## config.mk

```make
export PLATFORM = sky130hd
export DESIGN_NAME = imm_encoder
export DESIGN_NICKNAME = d
export VERILOG_FILES = /design/src/rtl/rv_enc_pkg.sv /design/src/rtl/imm_pack.sv /design/src/rtl/imm_encoder.sv
export SDC_FILE = /design/constraint.sdc
export NUM_CORES = 1
export LEC_CHECK = 0
export BUFFER_PORTS_ARGS = -buffer_cell sky130_fd_sc_hd__buf_2
export CAP_MARGIN = 25
export CORE_MARGIN = 2
export CORE_UTILIZATION = 40
export DETAILED_ROUTE_END_ITERATION = 10
export PLACE_DENSITY = 0.68
export SYNTH_ARGS = -nofsm -noshare
export SYNTH_HDL_FRONTEND = slang
export SYNTH_SLANG_ARGS = --single-unit
```

## constraint.sdc

```tcl
create_clock -name clk -period 2 [get_ports clk]
set_clock_uncertainty 0.1 [all_clocks]
set_input_delay 0.2 -clock clk [delete_from_list [all_inputs] [get_ports clk]]
set_output_delay 0.2 -clock clk [all_outputs]
set_load 0.05 [all_outputs]
```

## src/rtl/rv_enc_pkg.sv

```systemverilog
// rtl/rv_enc_pkg.sv - opcodes, field bundle and format helpers for the instruction encoder
package rv_enc_pkg;

  localparam logic [6:0] OPC_LOAD   = 7'b0000011;
  localparam logic [6:0] OPC_IALU   = 7'b0010011;
  localparam logic [6:0] OPC_STORE  = 7'b0100011;
  localparam logic [6:0] OPC_BRANCH = 7'b1100011;

  typedef enum logic [1:0] {
    FMT_I = 2'd0,
    FMT_S = 2'd1,
    FMT_B = 2'd2,
    FMT_R = 2'd3
  } fmt_t;

  typedef struct packed {
    logic [6:0]  opcode;
    logic [4:0]  rd;
    logic [4:0]  rs1;
    logic [4:0]  rs2;
    logic [2:0]  funct3;
    logic [6:0]  funct7;
    logic [31:0] imm;
  } enc_fields_t;

  function automatic fmt_t fmt_of(input logic [6:0] opcode);
    fmt_t f;
    case (opcode)
      OPC_LOAD, OPC_IALU: f = FMT_I;
      OPC_STORE:          f = FMT_S;
      OPC_BRANCH:         f = FMT_B;
      default:            f = FMT_R;
    endcase
    return f;
  endfunction

  // A value fits an N-bit signed field when every bit above N-2 matches the sign.
  function automatic logic fits_simm12(input logic [31:0] imm);
    return (&imm[31:11]) | ~(|imm[31:11]);
  endfunction

  function automatic logic fits_simm13(input logic [31:0] imm);
    return (&imm[31:12]) | ~(|imm[31:12]);
  endfunction

endpackage

```

## src/rtl/imm_pack.sv

```systemverilog
// rtl/imm_pack.sv - combinational scatter of decoded fields into a RISC-V instruction word
module imm_pack
  import rv_enc_pkg::*;
(
  input  enc_fields_t fields,
  output logic [31:0] inst,
  output logic        err
);

  fmt_t        fmt;
  logic [31:0] imm;

  assign fmt = fmt_of(fields.opcode);
  assign imm = fields.imm;

  // Out-of-range immediates still produce a word built from the truncated low bits.
  always_comb begin
    inst = '0;
    err  = 1'b0;
    case (fmt)
      FMT_I: begin
        inst = {imm[11:0], fields.rs1, fields.funct3, fields.rd, fields.opcode};
        err  = !fits_simm12(imm);
      end
      FMT_S: begin
        inst = {imm[11:5], fields.rs2, fields.rs1, fields.funct3, imm[4:0], fields.opcode};
        err  = !fits_simm12(imm);
      end
      FMT_B: begin
        inst = {imm[12], imm[10:5], fields.rs2, fields.rs1, fields.funct3,
                imm[4:1], imm[11], fields.opcode};
        err  = !fits_simm13(imm) || imm[0];
      end
      default: begin
        inst = {fields.funct7, fields.rs2, fields.rs1, fields.funct3, fields.rd, fields.opcode};
        err  = 1'b0;
      end
    endcase
  end

endmodule

```

## src/rtl/imm_encoder.sv

```systemverilog
// rtl/imm_encoder.sv - two-stage streaming instruction encoder with write-address counter
module imm_encoder
  import rv_enc_pkg::*;
#(
  parameter int               ADDR_W    = 32,
  parameter logic [ADDR_W-1:0] BASE_ADDR = '0
) (
  input  logic              clk,
  input  logic              reset,
  input  logic              clear,
  input  logic              in_valid,
  output logic              in_ready,
  input  logic [6:0]        in_opcode,
  input  logic [4:0]        in_rd,
  input  logic [4:0]        in_rs1,
  input  logic [4:0]        in_rs2,
  input  logic [2:0]        in_funct3,
  input  logic [6:0]        in_funct7,
  input  logic [31:0]       in_imm,
  output logic              out_valid,
  input  logic              out_ready,
  output logic [31:0]       out_inst,
  output logic [ADDR_W-1:0] out_addr,
  output logic              out_err,
  output logic [15:0]       err_count
);

  logic        s1_valid;
  enc_fields_t s1_fields;
  logic        s2_valid;
  logic        s2_can_load;
  logic        in_hs;
  logic        out_hs;
  logic [31:0] pack_inst;
  logic        pack_err;

  assign s2_can_load = !s2_valid || out_ready;
  assign in_ready    = !clear && (!s1_valid || s2_can_load);
  assign in_hs       = in_valid && in_ready;
  assign out_hs      = s2_valid && out_ready;
  assign out_valid   = s2_valid;

  imm_pack u_pack (
    .fields (s1_fields),
    .inst   (pack_inst),
    .err    (pack_err)
  );

  // Stage 1: raw field bundle.
  always_ff @(posedge clk) begin
    if (reset || clear) begin
      s1_valid  <= 1'b0;
      s1_fields <= '0;
    end else if (in_hs) begin
      s1_valid         <= 1'b1;
      s1_fields.opcode <= in_opcode;
      s1_fields.rd     <= in_rd;
      s1_fields.rs1    <= in_rs1;
      s1_fields.rs2    <= in_rs2;
      s1_fields.funct3 <= in_funct3;
      s1_fields.funct7 <= in_funct7;
      s1_fields.imm    <= in_imm;
    end else if (s2_can_load) begin
      s1_valid <= 1'b0;
    end
  end

  // Stage 2: encoded word; holds steady while the consumer stalls.
  always_ff @(posedge clk) begin
    if (reset || clear) begin
      s2_valid <= 1'b0;
      out_inst <= '0;
      out_err  <= 1'b0;
    end else if (s2_can_load) begin
      s2_valid <= s1_valid;
      if (s1_valid) begin
        out_inst <= pack_inst;
        out_err  <= pack_err;
      end
    end
  end

  always_ff @(posedge clk) begin
    if (reset || clear) begin
      out_addr <= BASE_ADDR;
    end else if (out_hs) begin
      out_addr <= out_addr + ADDR_W'(4);
    end
  end

  // A word dropped by clear is not counted; clear leaves the tally intact.
  always_ff @(posedge clk) begin
    if (reset) begin
      err_count <= '0;
    end else if (!clear && out_hs && out_err && err_count != 16'hFFFF) begin
      err_count <= err_count + 16'd1;
    end
  end

endmodule
```

==> results.yml, run 1 <==
outcome:
  status: "finished, final reports clean"
clock_network:
  cts_inserted_buffers: 17
  htreeDepth: 4
  cts.clk_slew.worst_paths_ps: 50
  clk_path_buf_depth: 2
  clock_tree.root_cell: "clkbuf_16"
  cts_tree: "done"
  cts_resized: 0
  clk_latency_ps: 410
  clock_sinks: 145
worst_setup_path:
  r2r_start: "err_count[0]"
  critPathLaunchType: "register"
  rr_worst_depth: 6
  cp_max_fo: 10
  criticalPathCategory: "reg2out"
  cp-startpoint: "out_valid"
  worst_ep_required_time_ps: 1700
  endpoint_kind: "primary output"
  rrSetupSlack_ps: 230
  reg2reg_to: "err_count[1]"
  endpoint: "in_ready"
  arrival_ps: 1490
drt:
  route.detailed.wl_per_inst_um: 13.6
  dr.pass1.iters: 4
  drt_wl_total_um: 15500
  drc: 0
  postRouteAntennaNets: 0
  drt-initial-drc-count: 261
  dr_total_vias: 5619
  drt-vias-per-instance: 4.93
final_layout:
  area_delta_synth_final_pct: 36.8
  final_cell_mix: "184 x nand2_1, 149 x buf_2, 129 x dfxtp_1"
  fin_nets: 1011
  fin_util: 0.555
  drive_gt1_frac: 0.258
  diodes: 0
  layout_commonest_cell: "nand2_1"
placed_design:
  finalWeightedCongestion: 0.779
  port_buffers: 149
  hpwl_um: 10200
logic_synthesis:
  syn-cell-area_sq_um: 6100
  yosys_warnings: 0
  synth_edf_count: 0
  synthTopCellsByArea: "dfxtp_1 48%, nand2_1 11%, a21oi_1 7.1%, nor2_1 4.2%, xnor2_1 3.2%"
  synth_cells: 726
  synth_top_area_share: 0.476
  ys_seq_elements: 145
  async_reset_ff_frac: 0
  ys_seq_area_frac: 0.476
  synth_top_cell_by_area: "dfxtp_1"
  synth_top_flop_cell: "dfxtp_1"
  syn_avg_cell_area_sq_um: 8.40
  synth_cell_types: 54
power_and_ir_drop:
  irDropWorstVdd_v: 0.000594
  p_int_w: 0.00501
  p_sw_frac: 0.224
  leakage_nw: 3.43
  switchingPower_w: 0.00144
  pwr-share-seq: 0.457
  p_per_area_nw_per_um2: 774
  power.share.clock: 0.473
  comb_power_share: 0.070
die:
  initial_core_util: 0.406
  ios: 152
  die-area_sq_um: 16300
  core_region_area_sq_um: 15000
  row_count: 45
  die_h_um: 128
  die_x_um: 128
global_routing:
  grt_max_degree: 65
  overflow: 0
  first_global_vias: 5173
  grt_usage: 0.190
  antenna_found_initial: 0
  grt_pass1_wl_um: 25000
flow_run:
  drv_cap: 0
sta:
  min_period_ps: 1790
  tns_ps: 0
  timing.final.hold_violations: 0
  setup_viol: 0
  rsz0062_at_grt: "false"
  fmax_ghz: 0.560
  post-route-period-util: 0.893
  drv_slew: 0
hold_path:
  hp-class: "in2reg"
[logic make-up after synthesis]
logic type	after synthesis	share of synthesized area
adder cells (fa/ha/maj)	2	0.00410
buffers and inverters	48	0.0437
AND/OR/NAND/NOR	352	0.277
flip-flops	145	0.476
multiplexers	17	0.0283
other	1	0.000615
XOR/XNOR	41	0.0589
AO/OA/AOI/OAI	120	0.111
[critical path, cell delays in order (launching register included)]
cell and delay (ps):
dfxtp_2 380, and2b_1 230, a21oi_4 190, buf_2 300
[registers in the layout, summed over array words and instances (netlist names)]
signal,cells
s1_fields,64
out_inst,32
out_addr,30
err_count,16
out_err,1
out_valid,1
s1_valid,1
[metrics by stage]
step | cells | setup WS [ps] | power [W] | instance area (sq um) | hold WS, ps
floorplan | 727 | 0.379 | 0.00322 | 6130 | 217
global placement | 1044 | 259 | 0.00336 | 7130 | 340
detailed placement | 1044 | 222 | 0.00336 | 7130 | 341
CTS | 1139 | 190 | 0.00652 | 8340 | 33.9
global route | 1139 | 60.2 | 0.00671 | 8340 | 64.9
finish | 1139 | 213 | 0.00646 | 8340 | 56.2
[worst min-delay path by stage]
stage,cells past startpoint,slack [ps],start,end
2_1_floorplan,2,220,in_valid,s1_valid
3_3_place_gp,2,340,s1_fields[50],out_inst[18]
3_5_place_dp,2,340,s1_fields[40],out_inst[13]
4_1_cts,3,30,out_ready,out_addr[3]
5_1_grt,3,60,out_ready,out_addr[3]
6_report,3,60,out_ready,out_addr[3]
[final cells by class]
type                       instances  area [sq um]
tap                              188           235
clock buffer                      19           453
fill                            1390          6690
inverter                           3          11.3
clock inverter                    11           114
sequential                       145          2920
multi-input combinational        534          2950
timing repair buffer             239          1660
[layer usage]
layer	GRT usage	wire length, um
met1	0.244	7340
met2	0.316	7360
met3	0.0519	642
met4	0.0549	178
met5	0	0
[power by group through the flow]
| stage | logic (W) | registers (W) | clock network [W] |
|---|---|---|---|
| detailed placement | 0.000350 | 0.00301 | 0 |
| global placement | 0.000350 | 0.00301 | 0 |
| finish | 0.000452 | 0.00295 | 0.00305 |
| global route | 0.000493 | 0.00295 | 0.00327 |
| floorplan | 0.000190 | 0.00303 | 0 |
| CTS | 0.000449 | 0.00295 | 0.00312 |
[Yosys cell counts, types with 3 or more instances]
| cell | number |
|---|---|
| nand2_1 | 184 |
| dfxtp_1 | 145 |
| a21oi_1 | 87 |
| nor2_1 | 68 |
| nand3_1 | 23 |
| xnor2_1 | 22 |
| clkbuf_1 | 19 |
| xor2_1 | 19 |
| mux2i_1 | 15 |
| a211oi_1 | 14 |
| nor3_1 | 14 |
| nand4_1 | 12 |
| nor4_1 | 12 |
| buf_6 | 8 |
| o21ai_0 | 8 |
| buf_1 | 7 |
| and3_1 | 5 |
| buf_2 | 5 |
| buf_4 | 5 |
| or3_1 | 4 |
| and4_4 | 3 |
| inv_1 | 3 |
| nor4_4 | 3 |
[what timing repair did]
action / CTS / global route
buffers inserted: 0 / 0
hold buffers: 65 / 0
endpoints found under the hold margin: 65 / 0
No activity file was read; power rests on OpenSTA's default activity.
==> inputs of run 2 (changes only) <==
==> constraint.sdc (replaced) <==
create_clock -name clk -period 2 [get_ports clk]
set_clock_uncertainty 0.1 [all_clocks]
set_input_delay 0.2 -clock clk [delete_from_list [all_inputs] [get_ports clk]]
set_output_delay 0.2 -clock clk [all_outputs]
set_load 0.005 [all_outputs]
==> results.yml, run 2 (synthesis gave the netlist of run 1 again) <==
drt:
  dr.pass1.iters: 6
  drt-initial-drc-count: 340
  route.detailed.wl_per_inst_um: 13.9
  dr_total_vias: 5738
  postRouteAntennaNets: 0
  drt_wl_total_um: 15900
  drt-vias-per-instance: 5.02
  drc: 0
clock_network:
  clk_latency_ps: 420
  htreeDepth: 4
  clock_tree.root_cell: "clkbuf_16"
  post_cts_buffers: 0
  cts_inserted_buffers: 17
  clk_path_buf_depth: 2
  cts.clk_slew.worst_paths_ps: 60
  clock_sinks: 145
  cts_tree: "done"
hold_path:
  hp-class: "in2reg"
  min_from: "out_ready"
global_routing:
  grt_pass1_wl_um: 25600
  grt_util_met1: 0.241
  top_usage_layer: "met2"
  grt_use_met3: 0.0523
  antenna_found_initial: 1
  grt_max_degree: 66
  use_met2: 0.328
  overflow: 0
  grt_usage: 0.194
  first_global_vias: 5397
final_layout:
  largest_register_ffs: 64
  largest-register: "s1_fields"
  stdcell_count: 1142
  final_cell_mix: "184 x nand2_1, 149 x buf_2, 145 x dfxtp_1"
  layout_commonest_cell: "nand2_1"
  drive_gt1_frac: 0.241
  fin_nets: 1011
  area_delta_synth_final_pct: 38.4
  largestRegisters: "s1_fields x64, out_inst x32, out_addr x30"
sta:
  min_period_ps: 1820
  tns_ps: 0
  fmax_ghz: 0.551
  timing.final.hold_violations: 0
  drv_slew: 0
  setup_viol: 0
  rsz0062_at_grt: "false"
  post-route-period-util: 0.908
outcome:
  status: "finished, final reports clean"
worst_setup_path:
  reg2reg_to: "out_addr[28]"
  cp-startpoint: "out_addr[12]"
  worst_ep_required_time_ps: 2200
  endpoint: "out_addr[28]"
  critPathLaunchType: "register"
  rr_worst_depth: 5
  endpoint_kind: "register"
  arrival_ps: 2020
  r2r_start: "out_addr[12]"
  rrSetupSlack_ps: 180
  cp_max_fo: 9
  criticalPathCategory: "reg2reg"
die:
  die-area_sq_um: 16300
  core_region_area_sq_um: 15000
  initial_core_util: 0.406
  die_h_um: 128
  die_x_um: 128
  ios: 152
  row_count: 45
placed_design:
  finalWeightedCongestion: 0.806
  port_buffers: 149
  dpl.cell_count: 1044
  hpwl_um: 10200
flow_run:
  drv_cap: 0
power_and_ir_drop:
  leakage_nw: 3.47
  p_per_area_nw_per_um2: 837
  irDropWorstVdd_v: 0.000592
==> run 2: cell count changes in the layout (fill, tap and decap cells not counted), sizes merged <==
cell      change
clkinvlp      +1
clkbuf        -1
clkinv        -3
bufinv        +5
diode         +1
==> run 2: worst min path at each step <==
| stage | end | slack [ps] | cells after the start |
|---|---|---|---|
| global placement | out_inst[18] | 340 | 2 |
| floorplan | s1_valid | 220 | 2 |
| CTS | out_addr[3] | 30 | 3 |
| finish | out_addr[3] | 40 | 3 |
| global route | out_addr[3] | 70 | 3 |
| detailed placement | out_inst[17] | 350 | 2 |
==> run 2: power breakdown <==
group	total, W	switching, W	internal (W)
registers	0.00295	0.0000250	0.00293
logic	0.000412	0.000204	0.000208
clock network	0.00370	0.00124	0.00246
==> run 2: critical path, cell delays in order, from the launching register on <==
cell	delay, ps
dfxtp_1	410
and4_4	280
nand4_4	220
nor4b_1	480
xnor2_1	170
nor2_1	50
==> run 2: layout make-up <==
class	count	area [sq um]
flip-flops and latches	145	2900
clock buffers	18	429
well taps	188	235
diodes	1	2.50
repair buffers	239	1660
clock inverters	14	260
inverters	3	11.3
fillers	1336	6590
multi-input cells	534	2940
==> run 2: layer usage <==
layer / wire length [um] / vias up
met5: 0 / -
met4: 259 / 0
met3: 788 / 22
met2: 7630 / 156
met1: 7230 / 2663
li1: - / 2897
==> run 2: what timing repair did <==
item,in CTS,in global routing
endpoints found under the hold margin,65,0
endpoints found under the setup margin,0,2
resized for setup,0,1
hold buffers,65,0
==> run 2: metrics by stage <==
stage / hold slack [ps] / worst slack (ps) / power, W / util / instance area [sq um]
after floorplan: 217 / 308 / 0.00319 / - / 6100
after global placement: 340 / 234 / 0.00332 / 0.472 / 7100
after detailed placement: 346 / 153 / 0.00332 / 0.472 / 7100
after CTS: 25.5 / 149 / 0.00714 / 0.561 / 8440
after global routing: 72.9 / 42.0 / 0.00730 / 0.561 / 8440
final: 41.9 / 184 / 0.00707 / 0.561 / 8440
==> inputs of run 3 (changes only) <==
PLACE_DENSITY = 0.63   (was 0.68)
==> results.yml, run 3 (synthesis gave the netlist of run 1 again) <==
sta:
  post-route-period-util: 0.916
  tns_ps: 0
  drv_slew: 0
  min_period_ps: 1830
  fmax_ghz: 0.546
  timing.final.hold_violations: 0
  worst_pin_slew_ps: 510
  rsz0062_at_grt: "false"
  slew_headroom: 0.660
  setup_viol: 0
final_layout:
  multi_input_area_sq_um: 2940
  largestRegisters: "s1_fields x64, out_inst x32, out_addr x30"
  fin_nets: 1017
  drive_gt1_frac: 0.246
  diodes: 0
  seq_area_sq_um: 2900
  fin_util: 0.557
  layout_commonest_cell: "nand2_1"
  largest-register: "s1_fields"
  n_fill_cell: 1423
  largest_register_ffs: 64
  area_delta_synth_final_pct: 37.2
  stdcell_count: 1146
  final_cell_mix: "184 x nand2_1, 149 x buf_2, 145 x dfxtp_1"
power_and_ir_drop:
  power.total_w: 0.00658
  p_per_area_nw_per_um2: 785
  leakage_nw: 3.47
  irDropWorstVdd_v: 0.000609
clock_network:
  cts_inserted_buffers: 17
  clk_path_buf_depth: 2
  clk_latency_ps: 420
  cts.clk_slew.worst_paths_ps: 60
  clock_sinks: 145
  cts_tree: "done"
  htreeDepth: 4
  clock_tree.root_cell: "clkbuf_16"
drt:
  drt_wl_total_um: 15600
  dr_total_vias: 5666
  route.detailed.wl_per_inst_um: 13.6
  dr.pass1.iters: 5
  drt-initial-drc-count: 334
  postRouteAntennaNets: 0
  drc: 0
  drt-vias-per-instance: 4.94
die:
  core_region_area_sq_um: 15000
  die_x_um: 128
  die-area_sq_um: 16300
  initial_core_util: 0.406
  die_h_um: 128
  row_count: 45
  ios: 152
worst_setup_path:
  worst_ep_required_time_ps: 2210
  cp_max_fo: 12
  endpoint_kind: "register"
  arrival_ps: 2040
  criticalPathCategory: "reg2reg"
  critPathLaunchType: "register"
global_routing:
  antenna_found_initial: 0
  first_global_vias: 5276
  grt_usage: 0.194
  overflow: 0
  grt_pass1_wl_um: 25300
  grt_max_degree: 65
placed_design:
  port_buffers: 149
  hpwl_um: 10100
  dpl.cell_count: 1050
  finalWeightedCongestion: 0.771
hold_path:
  hp-class: "in2reg"
flow_run:
  drv_cap: 0
outcome:
  status: "finished, final reports clean"
==> run 3: cell types whose count changed in the layout (fill, tap and decap cells not counted), sizes merged <==
cell / before / now
clkinvlp: 3 / 1
buf: 174 / 180
clkinv: 3 / 7
bufinv: 7 / 3
inv: 4 / 3
diode: 1 / 0
clkbuf: 18 / 20
==> run 3: metrics by stage <==
stage	hold WS [ps]	setup slack, ps	instance area [sq um]
floorplan	217	308	6100
global placement	341	197	7120
detailed placement	346	151	7120
CTS	31.1	140	8370
global route	52.9	11.9	8370
finish	49.3	167	8370
==> run 3: worst max-delay path: stages (launching register included) <==
cell     delay (ps)
dfxtp_1         520
and4_4          320
nand2_2         180
nor4b_1         390
xnor2_1         160
nor2_1           50
==> run 3: final timing paths <==
check / cells after the start / to / start / slack, ps
min: 3 / out_addr[3] / out_ready / 50
max reg2reg: 5 / out_addr[28] / out_valid / 170
max: 5 / out_addr[28] / out_valid / 170
min reg2reg: 2 / out_inst[17] / out_inst[17] / 350
==> run 3: where the power goes <==
part           switching, W  internal, W  total [W]
combinational      0.000202     0.000203   0.000405
sequential        0.0000253      0.00293    0.00295
clock               0.00118      0.00204    0.00322
==> run 3: layout make-up <==
cell class | instances | area share
multi-input combinational | 534 | 0.351
clock inverter | 11 | 0.0163
sequential | 145 | 0.347
tap | 188 | 0.0281
clock buffer | 20 | 0.0557
inverter | 3 | 0.00135
timing repair buffer | 245 | 0.201
==> run 3: layer usage <==
layer / up-vias / share of wire / GRT usage
li1: 2917 / - / -
met1: 2577 / 0.47 / 0.252
met2: 147 / 0.46 / 0.313
met3: 25 / 0.051 / 0.0469
met4: 0 / 0.020 / 0.0769
met5: - / 0 / 0
==> run 3: what timing repair did <==
item,in CTS,in global routing
setup buffers,0,0
endpoints found under the setup margin,0,1
endpoints found under the hold margin,65,0
gates resized for setup,0,1
hold buffers,65,0
